--- config.mk ---
export PLATFORM = sky130hd
export DESIGN_NAME = btn_conditioner
export DESIGN_NICKNAME = d
export VERILOG_FILES = /design/src/rtl/btn_conditioner.sv
export SDC_FILE = /design/constraint.sdc
export NUM_CORES = 1
export LEC_CHECK = 0
export ABC_AREA = 1
export BUFFER_PORTS_ARGS = -buffer_cell sky130_fd_sc_hd__buf_4
export CAP_MARGIN = 40
export CORE_MARGIN = 2
export CORE_UTILIZATION = 63
export CTS_CLUSTER_SIZE = 12
export DETAILED_ROUTE_END_ITERATION = 10
export PLACE_DENSITY = 0.93
export SYNTH_ARGS = -nofsm -noshare
export SYNTH_HDL_FRONTEND = slang
export SYNTH_SLANG_ARGS = --single-unit
--- constraint.sdc ---
create_clock -name clk_pi -period 4.1 [get_ports clk_pi]
set_input_delay 0.615 -clock clk_pi [delete_from_list [all_inputs] [get_ports clk_pi]]
set_output_delay 0.615 -clock clk_pi [all_outputs]
set_load 0.01 [all_outputs]
--- src/rtl/btn_conditioner.sv ---
// btn_conditioner: per-channel push-button conditioning.
// Each channel has a 2-flop synchronizer, then a debounce FSM that produces a
// registered clean level plus one-cycle press/release pulses. Debounce samples
// are qualified by the clkdiv enable tick clk_en_pi.
// Optional feature: define BTN_AUTOREPEAT_EN to add hold-to-repeat press pulses.
//
// state     | meaning
// ----------+-----------------------------------------------------------
// STABLE_LO | debounced level is 0, synchronized input agrees
// CHK_HI    | input went high, counting enabled samples towards a press
// STABLE_HI | debounced level is 1 (auto-repeat hold timer runs here)
// CHK_LO    | input went low, counting enabled samples towards a release
module btn_conditioner #(
    parameter int WIDTH          = 4,
    parameter int DEBOUNCE_TICKS = 16,
    parameter int HOLD_TICKS     = 500,
    parameter int RATE_TICKS     = 100
) (
    input  logic             clk_pi,
    input  logic             rst_pi,
    input  logic             clk_en_pi,
    input  logic [WIDTH-1:0] btn_pi,
    output logic [WIDTH-1:0] level_po,
    output logic [WIDTH-1:0] press_po,
    output logic [WIDTH-1:0] release_po
);

    localparam int CW = (DEBOUNCE_TICKS > 2) ? $clog2(DEBOUNCE_TICKS) : 1;
    // Entering a CHK state is the first sample, so the counter reaching
    // DEBOUNCE_TICKS-1 marks the last required sample.
    localparam logic [CW-1:0] CNT_LAST = CW'(DEBOUNCE_TICKS - 1);

    // Reject parameter values the counters cannot represent.
    if (DEBOUNCE_TICKS < 2 || DEBOUNCE_TICKS > 65535) begin : g_bad_debounce
        $error("btn_conditioner: DEBOUNCE_TICKS out of range 2..65535");
    end
    if (HOLD_TICKS < 1 || RATE_TICKS < 1) begin : g_bad_repeat
        $error("btn_conditioner: HOLD_TICKS and RATE_TICKS must be >= 1");
    end

    typedef enum logic [1:0] {
        STABLE_LO = 2'd0,
        CHK_HI    = 2'd1,
        STABLE_HI = 2'd2,
        CHK_LO    = 2'd3
    } state_t;

    logic [WIDTH-1:0] sync1_q, sync1_d;
    logic [WIDTH-1:0] sync2_q, sync2_d;
    logic [WIDTH-1:0] level_q, level_d;
    logic [WIDTH-1:0] press_q, press_d;
    logic [WIDTH-1:0] release_q, release_d;

    state_t          state_q [WIDTH];
    state_t          state_d [WIDTH];
    logic [CW-1:0]   cnt_q   [WIDTH];
    logic [CW-1:0]   cnt_d   [WIDTH];

`ifdef BTN_AUTOREPEAT_EN
    localparam int HMAX = (HOLD_TICKS > RATE_TICKS) ? HOLD_TICKS : RATE_TICKS;
    localparam int HW   = $clog2(HMAX + 1);
    localparam logic [HW-1:0] HOLD_LAST = HW'(HOLD_TICKS);
    localparam logic [HW-1:0] RATE_LAST = HW'(RATE_TICKS);

    logic [HW-1:0] hold_q [WIDTH];
    logic [HW-1:0] hold_d [WIDTH];
    logic [WIDTH-1:0] rep_q, rep_d;
`endif

    // Synchronizer and debounce next-state / output logic for all channels.
    always_comb begin
        sync1_d   = btn_pi;
        sync2_d   = sync1_q;
        level_d   = level_q;
        press_d   = '0;
        release_d = '0;
`ifdef BTN_AUTOREPEAT_EN
        rep_d     = '0;
`endif
        for (int i = 0; i < WIDTH; i++) begin
            state_d[i] = state_q[i];
            cnt_d[i]   = cnt_q[i];
`ifdef BTN_AUTOREPEAT_EN
            // Hold timer only survives while sitting in STABLE_HI, so any
            // entry into STABLE_HI starts from zero.
            hold_d[i]  = '0;
`endif
            case (state_q[i])
                STABLE_LO: begin
                    if (sync2_q[i]) begin
                        state_d[i] = CHK_HI;
                        cnt_d[i]   = '0;
                    end
                end
                CHK_HI: begin
                    if (!sync2_q[i]) begin
                        state_d[i] = STABLE_LO;
                        cnt_d[i]   = '0;
                    end else if (clk_en_pi) begin
                        if (cnt_q[i] + CW'(1) == CNT_LAST) begin
                            state_d[i] = STABLE_HI;
                            cnt_d[i]   = '0;
                            level_d[i] = 1'b1;
                            press_d[i] = 1'b1;
                        end else begin
                            cnt_d[i] = cnt_q[i] + CW'(1);
                        end
                    end
                end
                STABLE_HI: begin
                    if (!sync2_q[i]) begin
                        state_d[i] = CHK_LO;
                        cnt_d[i]   = '0;
                    end
`ifdef BTN_AUTOREPEAT_EN
                    else begin
                        hold_d[i] = hold_q[i];
                        rep_d[i]  = rep_q[i];
                        if (clk_en_pi) begin
                            if (hold_q[i] + HW'(1) == (rep_q[i] ? RATE_LAST : HOLD_LAST)) begin
                                hold_d[i]  = '0;
                                rep_d[i]   = 1'b1;
                                press_d[i] = 1'b1;
                            end else begin
                                hold_d[i] = hold_q[i] + HW'(1);
                            end
                        end
                    end
`endif
                end
                CHK_LO: begin
                    if (sync2_q[i]) begin
                        state_d[i] = STABLE_HI;
                        cnt_d[i]   = '0;
                    end else if (clk_en_pi) begin
                        if (cnt_q[i] + CW'(1) == CNT_LAST) begin
                            state_d[i]   = STABLE_LO;
                            cnt_d[i]     = '0;
                            level_d[i]   = 1'b0;
                            release_d[i] = 1'b1;
                        end else begin
                            cnt_d[i] = cnt_q[i] + CW'(1);
                        end
                    end
                end
                default: begin
                    state_d[i] = STABLE_LO;
                    cnt_d[i]   = '0;
                end
            endcase
        end
    end

    // Synchronizer and registered output flops.
    always_ff @(posedge clk_pi) begin
        if (rst_pi) begin
            sync1_q   <= '0;
            sync2_q   <= '0;
            level_q   <= '0;
            press_q   <= '0;
            release_q <= '0;
        end else begin
            sync1_q   <= sync1_d;
            sync2_q   <= sync2_d;
            level_q   <= level_d;
            press_q   <= press_d;
            release_q <= release_d;
        end
    end

    // Per-channel FSM state and debounce counters.
    always_ff @(posedge clk_pi) begin
        if (rst_pi) begin
            for (int i = 0; i < WIDTH; i++) begin
                state_q[i] <= STABLE_LO;
                cnt_q[i]   <= '0;
            end
        end else begin
            for (int i = 0; i < WIDTH; i++) begin
                state_q[i] <= state_d[i];
                cnt_q[i]   <= cnt_d[i];
            end
        end
    end

`ifdef BTN_AUTOREPEAT_EN
    // Auto-repeat hold timers and first-repeat-done flags.
    always_ff @(posedge clk_pi) begin
        if (rst_pi) begin
            for (int i = 0; i < WIDTH; i++) begin
                hold_q[i] <= '0;
            end
            rep_q <= '0;
        end else begin
            for (int i = 0; i < WIDTH; i++) begin
                hold_q[i] <= hold_d[i];
            end
            rep_q <= rep_d;
        end
    end
`endif

    assign level_po   = level_q;
    assign press_po   = press_q;
    assign release_po = release_q;

endmodule
==> impl_metrics.env <==
export IMPL_min_delay_start="sync1_q[3]"
export IMPL_grt_pass1_wl_mm=6.12
export IMPL_startpoint_type="register"
export IMPL_antenna_found_initial=0
export IMPL_die_h_um=61.8
export IMPL_core_um2=3100
export IMPL_synth_area_top_cells="dfxtp_1, nand2_1, ha_1, inv_1, nor2_1"
export IMPL_power_density_nw_per_um2=399
export IMPL_p_sw_w=0.000304
export IMPL_initial_core_util=0.678
export IMPL_cts_resized_gates=0
export IMPL_yosysTopAreaCellShare=0.419
export IMPL_cap_violations=0
export IMPL_ys_top_cells_by_count="nand2_1, dfxtp_1, inv_1"
export IMPL_rsz0062_at_grt="no"
export IMPL_synth_top_flop_cell="dfxtp_1"
export IMPL_finalCriticalPeriod_ps=1720
export IMPL_fillers=264
export IMPL_p_seq_frac=0.530
export IMPL_synth_most_common_cell="nand2_1"
export IMPL_ir_worst_vdd_mv=0.227
export IMPL_antenna_cells=0
export IMPL_tritoncts="built"
export IMPL_synth_seq_area_share=0.419
export IMPL_grt_ovfl_total=0
export IMPL_die_w_um=61.8
export IMPL_timing_rr_start="state_q[2][0]"
export IMPL_yosysWarnings=0
export IMPL_slew_viol_final=0
export IMPL_worstPathMaxFanout=8
export IMPL_total_power_w=0.000931
export IMPL_slew_headroom=0.745
export IMPL_power_frac_comb=0.241
export IMPL_nets=319
export IMPL_root_buffer="clkbuf_4"
export IMPL_clock_sinks=44
export IMPL_dieArea_um2=3820
export IMPL_hold_end="sync2_q[3]"
export IMPL_clk_latency_ps=350
export IMPL_r2r_setup_slack_ps=2380
export IMPL_syn_cell_area_um2=2100
export IMPL_gp_congestion=0.796
export IMPL_placementRows=20
export IMPL_synthCells=278
export IMPL_tns_ps=0
export IMPL_drc_errors=0
export IMPL_wl_mm=3.69
export IMPL_cp_end_kind="register"
export IMPL_htree_levels=2
export IMPL_p_sw_frac=0.326
export IMPL_async_flop_share=0
export IMPL_intPower_w=0.000627
export IMPL_crit_arrival_ps=1980
export IMPL_path_clk_slew_ps=120
export IMPL_ys_ff_latch=44
export IMPL_synth_edf_count=0
export IMPL_leakage_nw=1.03
export IMPL_min_path_type="reg -> reg"
export IMPL_syn2layout_area_growth_pct=10.7
export IMPL_yosysUniqueCellTypes=32
export IMPL_worstPathCellList="inv_1 > ha_1 > nand3_1 > nand2_1 > nor2_4 > nand3_1 > nand2_1 > nand3_1 > nand2_1 > nor2_1"
export IMPL_drt_first_pass_iters=4
export IMPL_crit_type="reg -> reg"
export IMPL_clock_fmax_mhz=582
export IMPL_grt_pass1_vias=1568
export IMPL_fin_crit_sh=0.419
export IMPL_cp_slowest_cell="dfxtp_1"
export IMPL_worst_slew_pin_slew_ps=382
export IMPL_cpPeakStageDelay_ps=440
export IMPL_avgSynthCellArea_um2=7.57
export IMPL_setup_viol=0
export IMPL_cts_setup_buffers=0
export IMPL_wire_per_inst_um=10.7
export IMPL_via_per_inst=5.13
export IMPL_required_ps=4360
export IMPL_clock_skew_ps=8.69
export IMPL_min_path_cells=2
export IMPL_pwr_share_clk=0.229
export IMPL_hpwl_mm=2.78
export IMPL_ant_nets=0
export IMPL_hold_viol=0
export IMPL_multi_input_area_um2=1040
export IMPL_cts_hold_buf=0
export IMPL_syn_nets=299
export IMPL_io_pins=19
export IMPL_grt_max_degree=29
export IMPL_port_buffers=18
export IMPL_reg2regPathDepth=10
export IMPL_via_count=1759
export IMPL_yosys_area_top_type="dfxtp_1"
export IMPL_cts_buffers=5
export IMPL_outcome="completed"
export IMPL_grt_usage=0.215
export IMPL_regArea_um2=881
export IMPL_drtIter0Drc=107
export IMPL_clockBufferDepth=2
export IMPL_drive_above_1_share=0.117
## logic make-up (layout without fill, tap and decap cells)
kind of cell,count (synthesis),count (layout),share of synthesized area
flip-flops,44,44,0.419
adder cells (fa/ha/maj),14,14,0.0832
XOR/XNOR,7,7,0.0327
AO/OA/AOI/OAI,37,37,0.0975
AND/OR/NAND/NOR,129,129,0.282
buffers and inverters,47,68,0.0862
## state kept, by name, indices dropped and copies added (netlist names), named ones only
signal and cells:
cnt_q 16, level_po 4, press_po 4, release_po 4
state_q 4, sync1_q 4, sync2_q 4
## power groups by stage
stage / combinational, W / sequential (W) / clock, W
6_report: 0.000224 / 0.000493 / 0.000213
5_1_grt: 0.000258 / 0.000499 / 0.000235
4_1_cts: 0.000223 / 0.000493 / 0.000220
3_5_place_dp: 0.000221 / 0.000503 / 0
3_3_place_gp: 0.000215 / 0.000501 / 0
2_1_floorplan: 0.000184 / 0.000495 / 0
## per-layer routing
metal / GRT usage / share of wire / up-vias
met4: 0.0699 / 0.013 / 0
met5: 0 / 0 / -
met3: 0.0621 / 0.033 / 7
met1: 0.263 / 0.47 / 791
li1: - / - / 933
met2: 0.364 / 0.48 / 28
## how the worst max path moves through the flow
stage	to	slack, ps	depth (start not counted)	startpoint
floorplan	register	2590	10	state_q[2][0]
global placement	register	2490	9	clk_en_pi
detailed placement	register	2420	10	state_q[2][0]
CTS	register	2390	10	state_q[2][0]
global route	register	2240	10	state_q[2][0]
finish	register	2380	10	state_q[2][0]
## placed cells by master (no fill, tap or decap), drive strengths merged
cell type	Yosys	layout
nand2	50	50
dfxtp	44	44
inv	42	42
nor2	35	35
nand3	24	24
a21oi	18	18
buf	3	18
o21ai	16	16
ha	14	14
clkbuf	2	8
nand4	6	6
nor3	5	5
xnor2	4	4
nand3b	4	4
xor2	3	3
or2	2	2
and2	2	2
o21bai	1	1
nor4	1	1
o22ai	1	1
a31oi	1	1
## worst max-delay path, delay by kind of cell (launching register included)
family | cells | cell delay (ps)
and+or+nand+nor | 8 | 840
DFF | 1 | 440
adders and majority gates | 1 | 290
buffers and inverters | 1 | 70
## final cells by class
class                   count  area share
inverters                  42      0.0677
flip-flops and latches     44       0.378
clock buffers               8      0.0252
well taps                  44      0.0236
multi-input cells         187       0.447
repair buffers             18      0.0580
## through the flow
step	setup WS [ps]	cells	hold slack [ps]	cell area, um^2	utilization
6_report	2380	343	414	2330	0.751
5_1_grt	2240	343	434	2330	0.751
4_1_cts	2390	343	415	2330	0.751
3_5_place_dp	2420	335	400	2270	0.732
3_3_place_gp	2490	335	392	2270	0.732
2_1_floorplan	2590	278	388	2100	-
No activity file was read; power rests on OpenSTA's default activity.
